--- src/rtl/uart_boot_loader_if.sv ---
// Instruction-memory write port driven by the UART boot loader.
// The loader owns the strobe, address and data; the memory only observes them.
interface uart_boot_loader_if;
    logic        imem_we;
    logic [31:0] imem_waddr;
    logic [31:0] imem_wdata;

    modport master (output imem_we, output imem_waddr, output imem_wdata);
    modport slave  (input  imem_we, input  imem_waddr, input  imem_wdata);
endinterface

--- src/rtl/uart_boot_loader.sv ---
// UART boot loader: receives a little-endian word-count header followed by that many
// 32-bit words over 8N1 serial, writes them to IMEM, then enables the core.
module uart_boot_loader #(
    parameter int CLK_FREQ  = 50_000_000,
    parameter int BAUD      = 115_200,
    parameter int MAX_WORDS = 2048
) (
    input  logic                clk,
    input  logic                reset,
    input  logic                uart_rx,
    uart_boot_loader_if.master  imem,
    output logic                system_ena,
    output logic                load_error,
    output logic [15:0]         words_loaded
);
    localparam int          CLKS_PER_BIT = CLK_FREQ / BAUD;
    localparam logic [15:0] BIT_M1       = 16'(CLKS_PER_BIT - 1);
    localparam logic [15:0] HALF_M1      = 16'(CLKS_PER_BIT / 2 - 1);
    localparam logic [31:0] MAX_W32      = 32'(MAX_WORDS);
    localparam logic [15:0] MAX_W16      = 16'(MAX_WORDS);

    typedef enum logic [1:0] {RX_IDLE, RX_START, RX_DATA, RX_STOP} rx_state_t;
    typedef enum logic [1:0] {HDR, LOAD, DONE, ERR} ld_state_t;

    // Two-flop synchronizer; resets to the idle-high line level.
    logic [1:0] sync_reg;
    genvar gi;
    generate
        for (gi = 0; gi < 2; gi++) begin : g_sync
            always_ff @(posedge clk) begin
                if (reset) sync_reg[gi] <= 1'b1;
                else       sync_reg[gi] <= (gi == 0) ? uart_rx : sync_reg[gi - ((gi == 0) ? 0 : 1)];
            end
        end
    endgenerate

    logic       rx_s;
    assign rx_s = sync_reg[1];

    rx_state_t   rx_state_reg;
    logic [15:0] clk_cnt_reg;
    logic [2:0]  bit_cnt_reg;
    logic [7:0]  rx_shift_reg;
    logic        rx_prev_reg;
    logic        rx_valid_reg;
    logic        frame_err_reg;

    always_ff @(posedge clk) begin
        if (reset) begin
            rx_state_reg  <= RX_IDLE;
            clk_cnt_reg   <= '0;
            bit_cnt_reg   <= '0;
            rx_shift_reg  <= '0;
            rx_prev_reg   <= 1'b1;
            rx_valid_reg  <= 1'b0;
            frame_err_reg <= 1'b0;
        end else begin
            rx_valid_reg  <= 1'b0;
            frame_err_reg <= 1'b0;
            rx_prev_reg   <= rx_s;
            case (rx_state_reg)
                RX_IDLE: begin
                    clk_cnt_reg <= '0;
                    if (rx_prev_reg && !rx_s) rx_state_reg <= RX_START;
                end
                RX_START: begin
                    if (clk_cnt_reg == HALF_M1) begin
                        clk_cnt_reg  <= '0;
                        bit_cnt_reg  <= '0;
                        // A line already back high at mid-start was a glitch.
                        rx_state_reg <= rx_s ? RX_IDLE : RX_DATA;
                    end else begin
                        clk_cnt_reg <= clk_cnt_reg + 16'd1;
                    end
                end
                RX_DATA: begin
                    if (clk_cnt_reg == BIT_M1) begin
                        clk_cnt_reg  <= '0;
                        rx_shift_reg <= {rx_s, rx_shift_reg[7:1]};
                        bit_cnt_reg  <= bit_cnt_reg + 3'd1;
                        if (bit_cnt_reg == 3'd7) rx_state_reg <= RX_STOP;
                    end else begin
                        clk_cnt_reg <= clk_cnt_reg + 16'd1;
                    end
                end
                RX_STOP: begin
                    if (clk_cnt_reg == BIT_M1) begin
                        clk_cnt_reg   <= '0;
                        rx_state_reg  <= RX_IDLE;
                        rx_valid_reg  <= rx_s;
                        frame_err_reg <= !rx_s;
                    end else begin
                        clk_cnt_reg <= clk_cnt_reg + 16'd1;
                    end
                end
                default: rx_state_reg <= RX_IDLE;
            endcase
        end
    end

    ld_state_t   ld_state_reg;
    logic [1:0]  byte_idx_reg;
    logic [31:0] asm_reg;
    logic [31:0] count_reg;
    logic [31:0] word_idx_reg;
    logic        we_reg;
    logic [31:0] waddr_reg;
    logic [31:0] wdata_reg;
    logic        ena_reg;
    logic        err_reg;
    logic [15:0] loaded_reg;
    logic [31:0] asm_next;

    // Bytes arrive LSB first, so each new byte enters at the top.
    assign asm_next = {rx_shift_reg, asm_reg[31:8]};

    always_ff @(posedge clk) begin
        if (reset) begin
            ld_state_reg <= HDR;
            byte_idx_reg <= '0;
            asm_reg      <= '0;
            count_reg    <= '0;
            word_idx_reg <= '0;
            we_reg       <= 1'b0;
            waddr_reg    <= '0;
            wdata_reg    <= '0;
            ena_reg      <= 1'b0;
            err_reg      <= 1'b0;
            loaded_reg   <= '0;
        end else begin
            we_reg <= 1'b0;
            case (ld_state_reg)
                HDR: begin
                    if (frame_err_reg) begin
                        ld_state_reg <= ERR;
                        err_reg      <= 1'b1;
                    end else if (rx_valid_reg) begin
                        asm_reg      <= asm_next;
                        byte_idx_reg <= byte_idx_reg + 2'd1;
                        if (byte_idx_reg == 2'd3) begin
                            count_reg    <= asm_next;
                            word_idx_reg <= '0;
                            if (asm_next == 32'd0) begin
                                ld_state_reg <= DONE;
                                ena_reg      <= 1'b1;
                            end else if (asm_next > MAX_W32) begin
                                ld_state_reg <= ERR;
                                err_reg      <= 1'b1;
                            end else begin
                                ld_state_reg <= LOAD;
                            end
                        end
                    end
                end
                LOAD: begin
                    if (frame_err_reg) begin
                        ld_state_reg <= ERR;
                        err_reg      <= 1'b1;
                    end else if (we_reg && word_idx_reg == count_reg) begin
                        // Enable follows the cycle that carried the last write strobe.
                        ld_state_reg <= DONE;
                        ena_reg      <= 1'b1;
                    end else if (rx_valid_reg) begin
                        asm_reg      <= asm_next;
                        byte_idx_reg <= byte_idx_reg + 2'd1;
                        if (byte_idx_reg == 2'd3) begin
                            we_reg       <= 1'b1;
                            waddr_reg    <= {word_idx_reg[29:0], 2'b00};
                            wdata_reg    <= asm_next;
                            word_idx_reg <= word_idx_reg + 32'd1;
                            if (loaded_reg < MAX_W16) loaded_reg <= loaded_reg + 16'd1;
                        end
                    end
                end
                DONE: ena_reg <= 1'b1;
                ERR: begin
                    err_reg <= 1'b1;
                    ena_reg <= 1'b0;
                end
                default: ld_state_reg <= HDR;
            endcase
        end
    end

    assign imem.imem_we    = we_reg;
    assign imem.imem_waddr = waddr_reg;
    assign imem.imem_wdata = wdata_reg;
    assign system_ena      = ena_reg;
    assign load_error      = err_reg;
    assign words_loaded    = loaded_reg;
endmodule

--- src/flat_wrapper.sv ---
// flat-port wrapper written by rule: the top's interface ports become plain ports
module uart_boot_loader_flat 
#(
    parameter int CLK_FREQ  = 50_000_000,
    parameter int BAUD      = 115_200,
    parameter int MAX_WORDS = 2048
)
  (clk, reset, uart_rx, system_ena, load_error, words_loaded, imem_imem_we, imem_imem_waddr, imem_imem_wdata);
  uart_boot_loader_if imem_i ();
  input  logic clk;
  input  logic reset;
  input  logic uart_rx;
  output logic system_ena;
  output logic load_error;
  output logic [15:0] words_loaded;
  output wire logic [$bits(imem_i.imem_we)-1:0] imem_imem_we;
  output wire logic [$bits(imem_i.imem_waddr)-1:0] imem_imem_waddr;
  output wire logic [$bits(imem_i.imem_wdata)-1:0] imem_imem_wdata;
  assign imem_imem_we = imem_i.imem_we;
  assign imem_imem_waddr = imem_i.imem_waddr;
  assign imem_imem_wdata = imem_i.imem_wdata;
  uart_boot_loader #(.CLK_FREQ(CLK_FREQ), .BAUD(BAUD), .MAX_WORDS(MAX_WORDS)) u_core (.clk(clk), .reset(reset), .uart_rx(uart_rx), .imem(imem_i), .system_ena(system_ena), .load_error(load_error), .words_loaded(words_loaded));
endmodule
--- config.mk ---
export PLATFORM = sky130hd
export DESIGN_NAME = uart_boot_loader_flat
export DESIGN_NICKNAME = d
export VERILOG_FILES = /design/src/rtl/uart_boot_loader_if.sv /design/src/rtl/uart_boot_loader.sv /design/src/flat_wrapper.sv
export SDC_FILE = /design/constraint.sdc
export NUM_CORES = 1
export LEC_CHECK = 0
export CELL_PAD_IN_SITES_DETAIL_PLACEMENT = 0
export CELL_PAD_IN_SITES_GLOBAL_PLACEMENT = 1
export CORE_MARGIN = 5
export CORE_UTILIZATION = 43
export CTS_CLUSTER_DIAMETER = 100
export CTS_CLUSTER_SIZE = 24
export DETAILED_ROUTE_END_ITERATION = 7
export PLACE_DENSITY_LB_ADDON = 0.1
export SLEW_MARGIN = 25
export SYNTH_ARGS = -nofsm -noshare
export SYNTH_HDL_FRONTEND = slang
export SYNTH_SLANG_ARGS = --single-unit
--- constraint.sdc ---
create_clock -name clk -period 2.6 [get_ports clk]
set_clock_uncertainty 0.1 [all_clocks]
set_input_delay 0.39 -clock clk [delete_from_list [all_inputs] [get_ports clk]]
set_output_delay 0.39 -clock clk [all_outputs]
set_load 0.01 [all_outputs]
; Yosys cells after proc, flatten, opt, wreduce, memory -nomap -nowiden
; Cells that the tools add are included.
[word_totals]
reg_bits = 215
elab_cells = 141
output_inout_bits = 83
[classes]
reduce_logical = 23
bitwise_logic = 6
add_sub_neg = 5
magnitude_cmp = 2
n_mux = 54
eq_ne = 31
[ops]
columns = op, n
row1 = 2-to-1 mux 32 bit, 11
row2 = one-hot mux 32 bit (2 select lines), 2
row3 = one-hot mux 16 bit (3 select lines), 1
row4 = 2-to-1 mux 2 bit, 17
row5 = "adder 16 x 1 -> 16 bit, second input constant", 2
row6 = "adder 32 x 1 -> 32 bit, second input constant", 1
row7 = equality test 32 bit, 1
row8 = "> comparator 32 x 12 -> 1 bit, second input constant", 1
row9 = zero test 32 bit, 1
row10 = 2-to-1 mux 16 bit, 2
row11 = "!= test 2 x 1 -> 1 bit, second input constant", 12
row12 = AND reduction 6 bit, 3
row13 = "equality test 16 x 8 -> 1 bit, second input constant", 1
row14 = "equality test 16 x 9 -> 1 bit, second input constant", 1
row15 = "less-than comparator 16 x 12 -> 1 bit, second input constant", 1
row16 = 2-to-1 mux 1 bit, 13
row17 = "!= test 3 x 1 -> 1 bit, second input constant", 4
row18 = AND reduction 4 bit, 3
row19 = "equality test 2 bit, second input constant", 5
row20 = AND reduction 5 bit, 2
row21 = one-hot mux 2 bit (2 select lines), 2
row22 = one-hot mux 2 bit (4 select lines), 1
row23 = AND reduction 8 bit, 1
row24 = 2-to-1 mux 3 bit, 2
row25 = other kinds (20), 31

; Depth between registers and ports, before layout
; Gate-level depths: netlist of run 1.
[logic_depth]
ltp_word = 7
mapped_depth = 10
depth_no_buf = 8

; Least setup slack after synthesis of run 1
; No wires, ideal clock.
[synth_path]
kind = flip-flop to flip-flop
from = register u_core.word_idx_reg[2]
to = register u_core.byte_idx_reg[0]
t_arrival_ns = 1.959
synth_period_minus_slack_ns = 2.182
path_slack_ns = 0.418
required_ns = 2.377
stages_incl_launch_ff = 10
path_cell_list = dfxtp_1 > buf_2 > xor2_1 > nor4_1 > nand4_1 > nor4_2 > buf_2 > buf_2 > nor2_1 > mux2_1
[synth_via]
elab_chain_len = 4
[synth_lines]
columns = element, line_no
row1 = from (decl), uart_boot_loader.sv:105  ; logic [31:0] word_idx_reg;
row2 = from (signal assigned), uart_boot_loader.sv:170  ; word_idx_reg <= word_idx_reg + 32'd1;
row3 = equality test 32 bit, uart_boot_loader.sv:159  ; end else if (we_reg && word_idx_reg == count_reg) begin
row4 = logical AND 1 bit, uart_boot_loader.sv:159
row5 = != test 2 bit (no source line), -
row6 = AND reduction 4 bit (no source line), -
row7 = to (signal assigned), uart_boot_loader.sv:139  ; byte_idx_reg <= byte_idx_reg + 2'd1;
row8 = to (signal assigned), uart_boot_loader.sv:165  ; byte_idx_reg <= byte_idx_reg + 2'd1;
row9 = to (decl), uart_boot_loader.sv:102  ; logic [1:0] byte_idx_reg;
; No other way between the ends.
; A chain may end at the register's enable or synchronous reset.

; Final worst setup path of run 1
[layout_path]
from = register u_core.word_idx_reg[29]
to = register u_core.word_idx_reg[23]
[layout_via]
elab_chain_len = 4
[layout_lines]
columns = element, line_no
row1 = equality test 32 bit, uart_boot_loader.sv:159
row2 = logical AND 1 bit, uart_boot_loader.sv:159
row3 = != test 2 bit (no source line), -
row4 = AND reduction 8 bit (no source line), -
; No other way between the ends.

==> flow_summary.ini, run 1 <==
[status]
status = complete, no violations

[synth]
synth_area_per_cell_um2 = 8.63
ys_async_sr_fraction = 0
largest_family_of_logic_cells_by_synthesized_area = simple AND/OR/NAND/NOR gates
share_of_cell_area_taken_by_muxes_after_synthesis = 0.104
synthAdderAreaFrac = 0.0167
yosysSeqAreaShare = 0.461
ys_warn_count = 0
yosysUniqueCellTypes = 55
syn_area_um2 = 8990
synth-compound-area-share = 0.0864
synth-seq-cells = 207
post_synth_xor_area_fraction = 0.0438
ys.flop_type = dfxtp_1
syn-instance-count = 1042
synth_enable_flop_cells = 0
post_synth_and_or_nand_nor_area_fraction = 0.248

[cts]
htree_num_levels = 1
clock_insertion_delay_worst_skew_ps = 480
total_clock_buffers_created_by_cts = 12
clkSlewWorstSetupHoldPaths_ps = 100
cts_tree = done
clock-root-buffer = clkbuf_16
cts.sink_count = 207
cts_buffer_depth = 3

[global_route]
grt_pass1_vias = 6877
antenna_found_initial = 0
grt.overflow.total = 0
gr_met1_demand_resource = 0.280
grt_max_degree = 78
global_route.usage.total = 0.188
global_route.peak_usage_layer = met2
globalRouteMet2Util = 0.293
globalRouteMet3Util = 0.0204
grt_pass1_wl_um = 37400

[worst_hold_path]
hp-class = reg -> reg

[sta]
setup_ws_ps = 233
tns_ps = 0
grt_setup_unrepaired = no
worst-slew-pin-transition_ps = 493
final_period_minus_worst_setup_slack_ps = 2370
report.final.setup_viol = 0
final-max-slew-violation-count = 0
min_period_over_period = 0.910
maxClockFrequency_ghz = 0.423
worst_slew_margin_rel = 0.667
hold_vio_cnt_final = 0

[cells_and_area]
final_common_cell = nand2_1
insertedDiodeCount = 0
layout.cells.most_common_list = 243 x nand2_1, 205 x dfxtp_1, 89 x mux2i_1
design.final.nets = 1130
syn2layout_area_growth_pct = 18.0
post_route_cells_drive_above_1_share = 0.0681

[place]
io_buffers = 83
gp_routability_congestion = 0.869
detailed_place_hpwl_um = 16000
placement.setup.worst_slack_ps = 159

[pwr]
power.combinational.fraction = 0.026
power.leakage_nw = 4.03
clock_power_share = 0.370
power.density_cell_area_nw_per_um2 = 497
intPower_w = 0.00412
ir_worst_vdd_mv = 0.333
sw_frac_of_total = 0.218
netSwitchingPower_w = 0.00115
power_frac_seq = 0.604

[die]
horizontal_die_dimension_um = 155
area_of_the_placeable_core_um2 = 20400
io_pins = 86
initial_core_util = 0.440
floorplan.die_area_um2 = 23900
fp.dieH_um = 155
num_rows = 52

[setup_path]
critPathCaptureType = flip-flop
timing.critical_path.arrival_ps = 2630
crit_fanout = 18
worst-setup-path-type = reg -> reg
critical_path_required_ps = 2870
critPathLaunchType = flip-flop

[drt]
detailroute.via_count = 7246
finalWirelength_um = 22700
avgViaCountPerCell = 5.23
drt-initial-drc-count = 322
drc = 0
detail_routed_net_length_per_standard_cell_um = 16.4
detailedRoute.firstPassIterationCount = 4
ant_nets = 0

[flow_run]
max_capacitance_violation_total = 0
[stage by stage]
step | cells | power (W) | utilization | cell area, um2 | hold slack (ps)
3_3_place_gp | 1370 | 0.00339 | 0.502 | 10300 | 299
5_1_grt | 1386 | 0.00549 | 0.519 | 10600 | 327
2_1_floorplan | 1043 | 0.00335 | - | 8990 | 289
3_5_place_dp | 1370 | 0.00339 | 0.502 | 10300 | 293
6_report | 1386 | 0.00527 | 0.519 | 10600 | 303
4_1_cts | 1385 | 0.00535 | 0.519 | 10600 | 304
[worst paths after layout]
check	slack (ps)	end	depth (start not counted)	from
worst min-delay path	300	u_core.rx_s$_SDFF_PP1_	1	u_core.sync_reg[0]$_SDFF_PP1_
worst max-delay path	230	u_core.word_idx_reg[23]$_SDFFE_PP0P_	9	u_core.word_idx_reg[29]$_SDFFE_PP0P_
worst min register to register	300	u_core.rx_s$_SDFF_PP1_	1	u_core.sync_reg[0]$_SDFF_PP1_
worst max register to register	230	u_core.word_idx_reg[23]$_SDFFE_PP0P_	9	u_core.word_idx_reg[29]$_SDFFE_PP0P_
[Yosys cell counts (12+ instances only)]
| master | number | area share |
|---|---|---|
| or3_1 | 28 | 0.019 |
| o21ai_0 | 20 | 0.011 |
| xor2_1 | 40 | 0.039 |
| nand4_1 | 20 | 0.014 |
| mux2i_1 | 89 | 0.099 |
| buf_2 | 17 | 0.0095 |
| ha_1 | 12 | 0.017 |
| nand3_1 | 31 | 0.017 |
| nor2_1 | 49 | 0.020 |
| nor4_1 | 20 | 0.014 |
| a21oi_1 | 74 | 0.041 |
| nand2_1 | 243 | 0.10 |
| clkbuf_1 | 42 | 0.018 |
| and3_1 | 15 | 0.010 |
| dfxtp_1 | 207 | 0.46 |
[kinds of logic after synthesis]
family	count (synthesis)
buffers and inverters	77
AND/OR/NAND/NOR	472
XOR/XNOR	45
flip-flops	207
AO/OA/AOI/OAI	135
other	1
multiplexers	93
adder cells (fa/ha/maj)	12
[critical path: stages, from the launching register on]
cell and delay [ps]:
dfxtp_1 510, xor2_1 120, nor4_1 280, nand4_1 120
buf_4 170, nor4_4 290, buf_4 230, buf_4 230
nor4_1 90, mux2i_1 120
[repair_timing]
item / in CTS / in global routing
buffers inserted: 0 / 1
hold buffers: 0 / 0
resized for setup: 0 / 2
endpoints found under the setup margin: 0 / 19
[cell type report]
cell class | instances | area, um2
Multi-Input combinational cell | 759 | 4520
Tap cell | 270 | 338
Sequential cell | 207 | 4150
Fill cell | 2035 | 9820
Clock inverter | 2 | 13.8
Timing Repair Buffer | 126 | 1220
Clock buffer | 13 | 325
Inverter | 9 | 36.3
[power by group through the flow]
| stage | Combinational, W | Sequential [W] | Clock (W) |
|---|---|---|---|
| after floorplan | 0.0000944 | 0.00325 | 0 |
| after global placement | 0.000138 | 0.00325 | 0 |
| after detailed placement | 0.000136 | 0.00325 | 0 |
| after CTS | 0.000136 | 0.00318 | 0.00204 |
| after global routing | 0.000150 | 0.00318 | 0.00215 |
| final | 0.000136 | 0.00318 | 0.00195 |
[layer usage]
layer | routed length [um] | part of all wire
met2 | 9860 | 0.43
met1 | 11600 | 0.51
met3 | 739 | 0.033
met5 | 0 | 0
met4 | 460 | 0.020
Note: power is estimated with default switching activity, not from simulation.
==> inputs of run 2 (changes only) <==
CORE_UTILIZATION = 47   (was 43)
clock period = 2.8 ns   (was 2.6 ns; I/O delays follow)
==> run 2 against run 1 <==
Power fell by 7.2%. Cell count fell by 3.7%. Sequential power fell by 7.2%. Cell area fell by 1.7%. Via count fell by 0.76%. Count of clock-buffer cells in the layout did not move. Highest routed layer unchanged. Sequential share of layout area rose by 0.65 points. Worst hold slack improved by 24 ps.
==> flow_summary.ini, run 2 (synthesis results as in run 1) <==
[setup_path]
critPathLaunchType = flip-flop
reg2reg_from = u_core.word_idx_reg[2]$_SDFFE_PP0P_
critical_path_required_ps = 3070
worst_r2r_path_depth = 7
timing.critical_path.arrival_ps = 2720
r2r_slack_ps = 350
crit_fanout = 24
critPathCaptureType = flip-flop
endpoint_of_the_most_critical_register_to_register_path = u_core.word_idx_reg[15]$_SDFFE_PP0P_
worst-setup-path-type = reg -> reg

[pwr]
ir_worst_vdd_mv = 0.294
p_total_w = 0.00489
power.leakage_nw = 3.94
power.density_cell_area_nw_per_um2 = 469

[cts]
cts.sink_count = 207
total_clock_buffers_created_by_cts = 12
clock-root-buffer = clkbuf_16
cts_buffer_depth = 3
clock_insertion_delay_worst_skew_ps = 470
cts_tree = done
htree_num_levels = 1
cts_resized = 0
holdBufCountCts = 0
post_cts.repair.setup_buffers = 0
clkSlewWorstSetupHoldPaths_ps = 100

[global_route]
grt_pass1_vias = 6592
grt.overflow.total = 0
global_route.usage.total = 0.192
grt_max_degree = 115
grt_pass1_wl_um = 35300
antenna_found_initial = 0

[flow_run]
max_capacitance_violation_total = 0

[cells_and_area]
post-route-cell-area_um2 = 10400
insertedDiodeCount = 0
post_route_cells_drive_above_1_share = 0.0536
design.final.nets = 1116
layout.filler_cells = 1817
final_common_cell = nand2_1
layout.cells.most_common_list = 243 x nand2_1, 207 x dfxtp_1, 89 x mux2i_1
syn2layout_area_growth_pct = 16.0

[drt]
detail_routed_net_length_per_standard_cell_um = 16.2
avgViaCountPerCell = 5.39
drc = 0
ant_nets = 0
detailroute.via_count = 7191
drt-initial-drc-count = 387
finalWirelength_um = 21700
detailedRoute.firstPassIterationCount = 5

[sta]
maxClockFrequency_ghz = 0.408
worst-slew-pin-transition_ps = 533
tns_ps = 0
final-max-slew-violation-count = 0
grt_setup_unrepaired = no
timing.hold.ws_ps = 328
min_period_over_period = 0.875
final_period_minus_worst_setup_slack_ps = 2450
setup_ws_ps = 351
worst_slew_margin_rel = 0.644
hold_vio_cnt_final = 0
report.final.setup_viol = 0

[worst_hold_path]
hold-path-endpoint = u_core.rx_s$_SDFF_PP1_
holdPathStages = 1
hold_start = u_core.sync_reg[0]$_SDFF_PP1_
hp-class = reg -> reg

[die]
initial_core_util = 0.479
horizontal_die_dimension_um = 148
area_of_the_placeable_core_um2 = 18800
fp.dieH_um = 148
io_pins = 86
floorplan.die_area_um2 = 22000
num_rows = 50

[place]
io_buffers = 83
detailed_place_hpwl_um = 15200
post_dp_cell_area_um2 = 10100
placement.setup.worst_slack_ps = 375
gp_routability_congestion = 0.891

[status]
status = complete, no violations
==> run 2: cell count changes in the layout (fill, tap and decap cells not counted), sizes merged <==
cell and delta:
inv +1, clkinv -2, buf -14
==> run 2: layer usage <==
| layer | global-route usage | vias up | wire length, um |
|---|---|---|---|
| met1 | 0.289 | 3322 | 11000 |
| met5 | 0 | - | 0 |
| li1 | - | 3706 | - |
| met4 | 0.0296 | 0 | 250 |
| met3 | 0.0216 | 23 | 952 |
| met2 | 0.303 | 140 | 9500 |
==> run 2: how the worst max path moves through the flow <==
| stage | start | depth (start not counted) | to | slack (ps) |
|---|---|---|---|---|
| final | u_core.word_idx_reg[2]$_SDFFE_PP0P_ | 7 | u_core.word_idx_reg[15]$_SDFFE_PP0P_ | 350 |
| after global routing | u_core.word_idx_reg[19]$_SDFFE_PP0P_ | 7 | u_core.word_idx_reg[15]$_SDFFE_PP0P_ | 160 |
| after CTS | u_core.word_idx_reg[2]$_SDFFE_PP0P_ | 7 | u_core.word_idx_reg[15]$_SDFFE_PP0P_ | 360 |
| after detailed placement | u_core.word_idx_reg[2]$_SDFFE_PP0P_ | 7 | u_core.word_idx_reg[15]$_SDFFE_PP0P_ | 380 |
| after global placement | u_core.word_idx_reg[2]$_SDFFE_PP0P_ | 7 | u_core.word_idx_reg[15]$_SDFFE_PP0P_ | 390 |
| after floorplan | u_core.word_idx_reg[2]$_SDFFE_PP0P_ | 9 | u_core.byte_idx_reg[0]$_SDFFE_PP0P_ | 620 |
==> run 2: report_power, final <==
part | switching [W] | internal [W]
registers | 0.00000536 | 0.00295
clock network | 0.000971 | 0.000842
logic | 0.0000870 | 0.0000337
==> run 2: layout make-up <==
type | count | area, um2 | area share
Clock buffer | 13 | 325 | 0.0312
Clock inverter | 1 | 11.3 | 0.00108
Inverter | 9 | 36.3 | 0.00348
Multi-Input combinational cell | 759 | 4520 | 0.434
Sequential cell | 207 | 4140 | 0.398
Tap cell | 234 | 293 | 0.0281
Timing Repair Buffer | 112 | 1090 | 0.105
==> run 2: stage by stage <==
stage,utilization,std cells
floorplan,-,1043
global placement,0.538,1321
detailed placement,0.538,1321
CTS,0.555,1335
global route,0.555,1335
finish,0.555,1335
==> run 2: critical path: stages (launching register included) <==
cell and delay, ps:
dfxtp_1 460, xor2_1 130, nor4_1 290, nand4_1 230
nor4_4 420, buf_4 310, nor2_1 100, a221o_1 320
==> inputs of run 3 (changes only) <==
CORE_UTILIZATION = 52   (was 47)
DONT_BUFFER_PORTS = 1   (was default)
SKIP_CTS_REPAIR_TIMING = 1   (was default)
==> run 3 against run 2 <==
Die area shrank 9.0%. Sequential power is essentially flat. Global-route usage grew 1.9 points. Sequential share of layout area grew 3.5 points. Maximum frequency shrank 2.0%. Register-to-register slack lost 50 ps. First-iteration DRC count grew 48%. Routed wire length shrank 1.0%. Critical path depth is the same. Critical endpoint unchanged.
==> flow_summary.ini, run 3 (synthesis results as in run 1) <==
[cells_and_area]
final_common_cell = nand2_1
syn2layout_area_growth_pct = 6.65
insertedDiodeCount = 0
layout_utilization = 0.560
design.final.nets = 1033
layout.cells.most_common_list = 243 x nand2_1, 207 x dfxtp_1, 89 x mux2i_1
post_route_cells_drive_above_1_share = 0.0550
layout.filler_cells = 1629
stdcell_count = 1243

[die]
num_rows = 48
horizontal_die_dimension_um = 141
initial_core_util = 0.525
fp.dieH_um = 141
area_of_the_placeable_core_um2 = 17100
floorplan.die_area_um2 = 20000
io_pins = 86

[drt]
detail_routed_net_length_per_standard_cell_um = 17.2
ant_nets = 0
avgViaCountPerCell = 5.61
detailroute.via_count = 6972
drc = 0
drt-initial-drc-count = 571
detailedRoute.firstPassIterationCount = 5
finalWirelength_um = 21400

[pwr]
power.leakage_nw = 3.65
power_frac_seq = 0.607
power.combinational.fraction = 0.024
netSwitchingPower_w = 0.00104
ir_worst_vdd_mv = 0.464
intPower_w = 0.00382
clock_power_share = 0.369
power.density_cell_area_nw_per_um2 = 507
sw_frac_of_total = 0.214

[cts]
cts.sink_count = 207
total_clock_buffers_created_by_cts = 12
cts_buffer_depth = 3
clkSlewWorstSetupHoldPaths_ps = 100
clock_insertion_delay_worst_skew_ps = 480
cts_tree = done
htree_num_levels = 1
clock-root-buffer = clkbuf_16

[global_route]
grt_pass1_wl_um = 35100
grt_max_degree = 96
grt_pass1_vias = 6448
grt.overflow.total = 0
antenna_found_initial = 0
global_route.usage.total = 0.211

[setup_path]
reg2reg_from = u_core.word_idx_reg[13]$_SDFFE_PP0P_
worst_r2r_path_depth = 7
crit_fanout = 24
r2r_slack_ps = 300
worst-setup-path-type = reg -> reg
critPathCaptureType = flip-flop
critical_path.top_delay_family = simple AND/OR/NAND/NOR gates
critical_path_buf_inv_count = 1
critical_path_required_ps = 3080
timing.critical_path.arrival_ps = 2780
slowest_stage = dfxtp_1
cp_slowest_stage_delay_ps = 520
endpoint_of_the_most_critical_register_to_register_path = u_core.word_idx_reg[15]$_SDFFE_PP0P_
crit_path_cell_trace = xor2_1, nor4_1, nand4_1, nor4_4, buf_4, nor2_1, a221o_1
critPathLaunchType = flip-flop

[sta]
report.final.setup_viol = 0
hold_vio_cnt_final = 0
maxClockFrequency_ghz = 0.400
worst_slew_margin_rel = 0.666
final-max-slew-violation-count = 0
tns_ps = 0
worst-slew-pin-transition_ps = 496
final_period_minus_worst_setup_slack_ps = 2500
min_period_over_period = 0.893
grt_setup_unrepaired = no

[flow_run]
max_capacitance_violation_total = 0

[worst_hold_path]
hp-class = in -> reg
hold-path-endpoint = u_core.words_loaded[7]$_SDFFE_PP0P_
hold_start = reset
holdPathStages = 2

[place]
detailed_place_hpwl_um = 14900
gp_routability_congestion = 0.860
io_buffers = 0
dp_cells = 1226

[status]
status = complete, no violations
-- run 3: power by group through the flow --
stage	clock [W]	combinational, W	sequential [W]
after floorplan	0	0.0000877	0.00302
after global placement	0	0.000101	0.00302
after detailed placement	0	0.0000992	0.00302
after CTS	0.00186	0.0000999	0.00295
after global routing	0.00198	0.000132	0.00295
final	0.00179	0.000118	0.00295
-- run 3: how the worst max path moves through the flow --
stage,startpoint,slack [ps],to,cells after the start
4_1_cts,u_core.word_idx_reg[13]$_SDFFE_PP0P_,320,u_core.word_idx_reg[15]$_SDFFE_PP0P_,7
6_report,u_core.word_idx_reg[13]$_SDFFE_PP0P_,300,u_core.word_idx_reg[15]$_SDFFE_PP0P_,7
3_5_place_dp,u_core.word_idx_reg[13]$_SDFFE_PP0P_,350,u_core.word_idx_reg[15]$_SDFFE_PP0P_,7
5_1_grt,u_core.word_idx_reg[13]$_SDFFE_PP0P_,80,u_core.word_idx_reg[15]$_SDFFE_PP0P_,7
3_3_place_gp,u_core.word_idx_reg[17]$_SDFFE_PP0P_,410,u_core.word_idx_reg[15]$_SDFFE_PP0P_,7
2_1_floorplan,u_core.word_idx_reg[2]$_SDFFE_PP0P_,620,u_core.byte_idx_reg[0]$_SDFFE_PP0P_,9
-- run 3: area by class of cell --
class | count | area [um2] | area share
multi-input combinational | 759 | 4520 | 0.472
inverter | 9 | 36.3 | 0.00378
sequential | 207 | 4140 | 0.432
clock buffer | 13 | 325 | 0.0339
clock inverter | 1 | 11.3 | 0.00117
timing repair buffer | 29 | 268 | 0.0279
tap | 225 | 282 | 0.0294
-- run 3: metal layers --
metal	up-vias	global-route usage	wire (um)
met5	-	0	0
met4	0	0.0460	278
met3	21	0.0357	1220
met2	142	0.328	9560
met1	3257	0.310	10400
li1	3552	-	-
-- run 3: metrics by stage --
stage                     setup slack [ps]  total power [W]  hold slack (ps)  area (um2)
after floorplan                        618          0.00311              289        8990
after global placement                 412          0.00312              291        9200
after detailed placement               353          0.00312              294        9200
after CTS                              321          0.00492             -106        9540
after global routing                  76.7          0.00507             10.3        9590
final                                  300          0.00486             15.2        9590
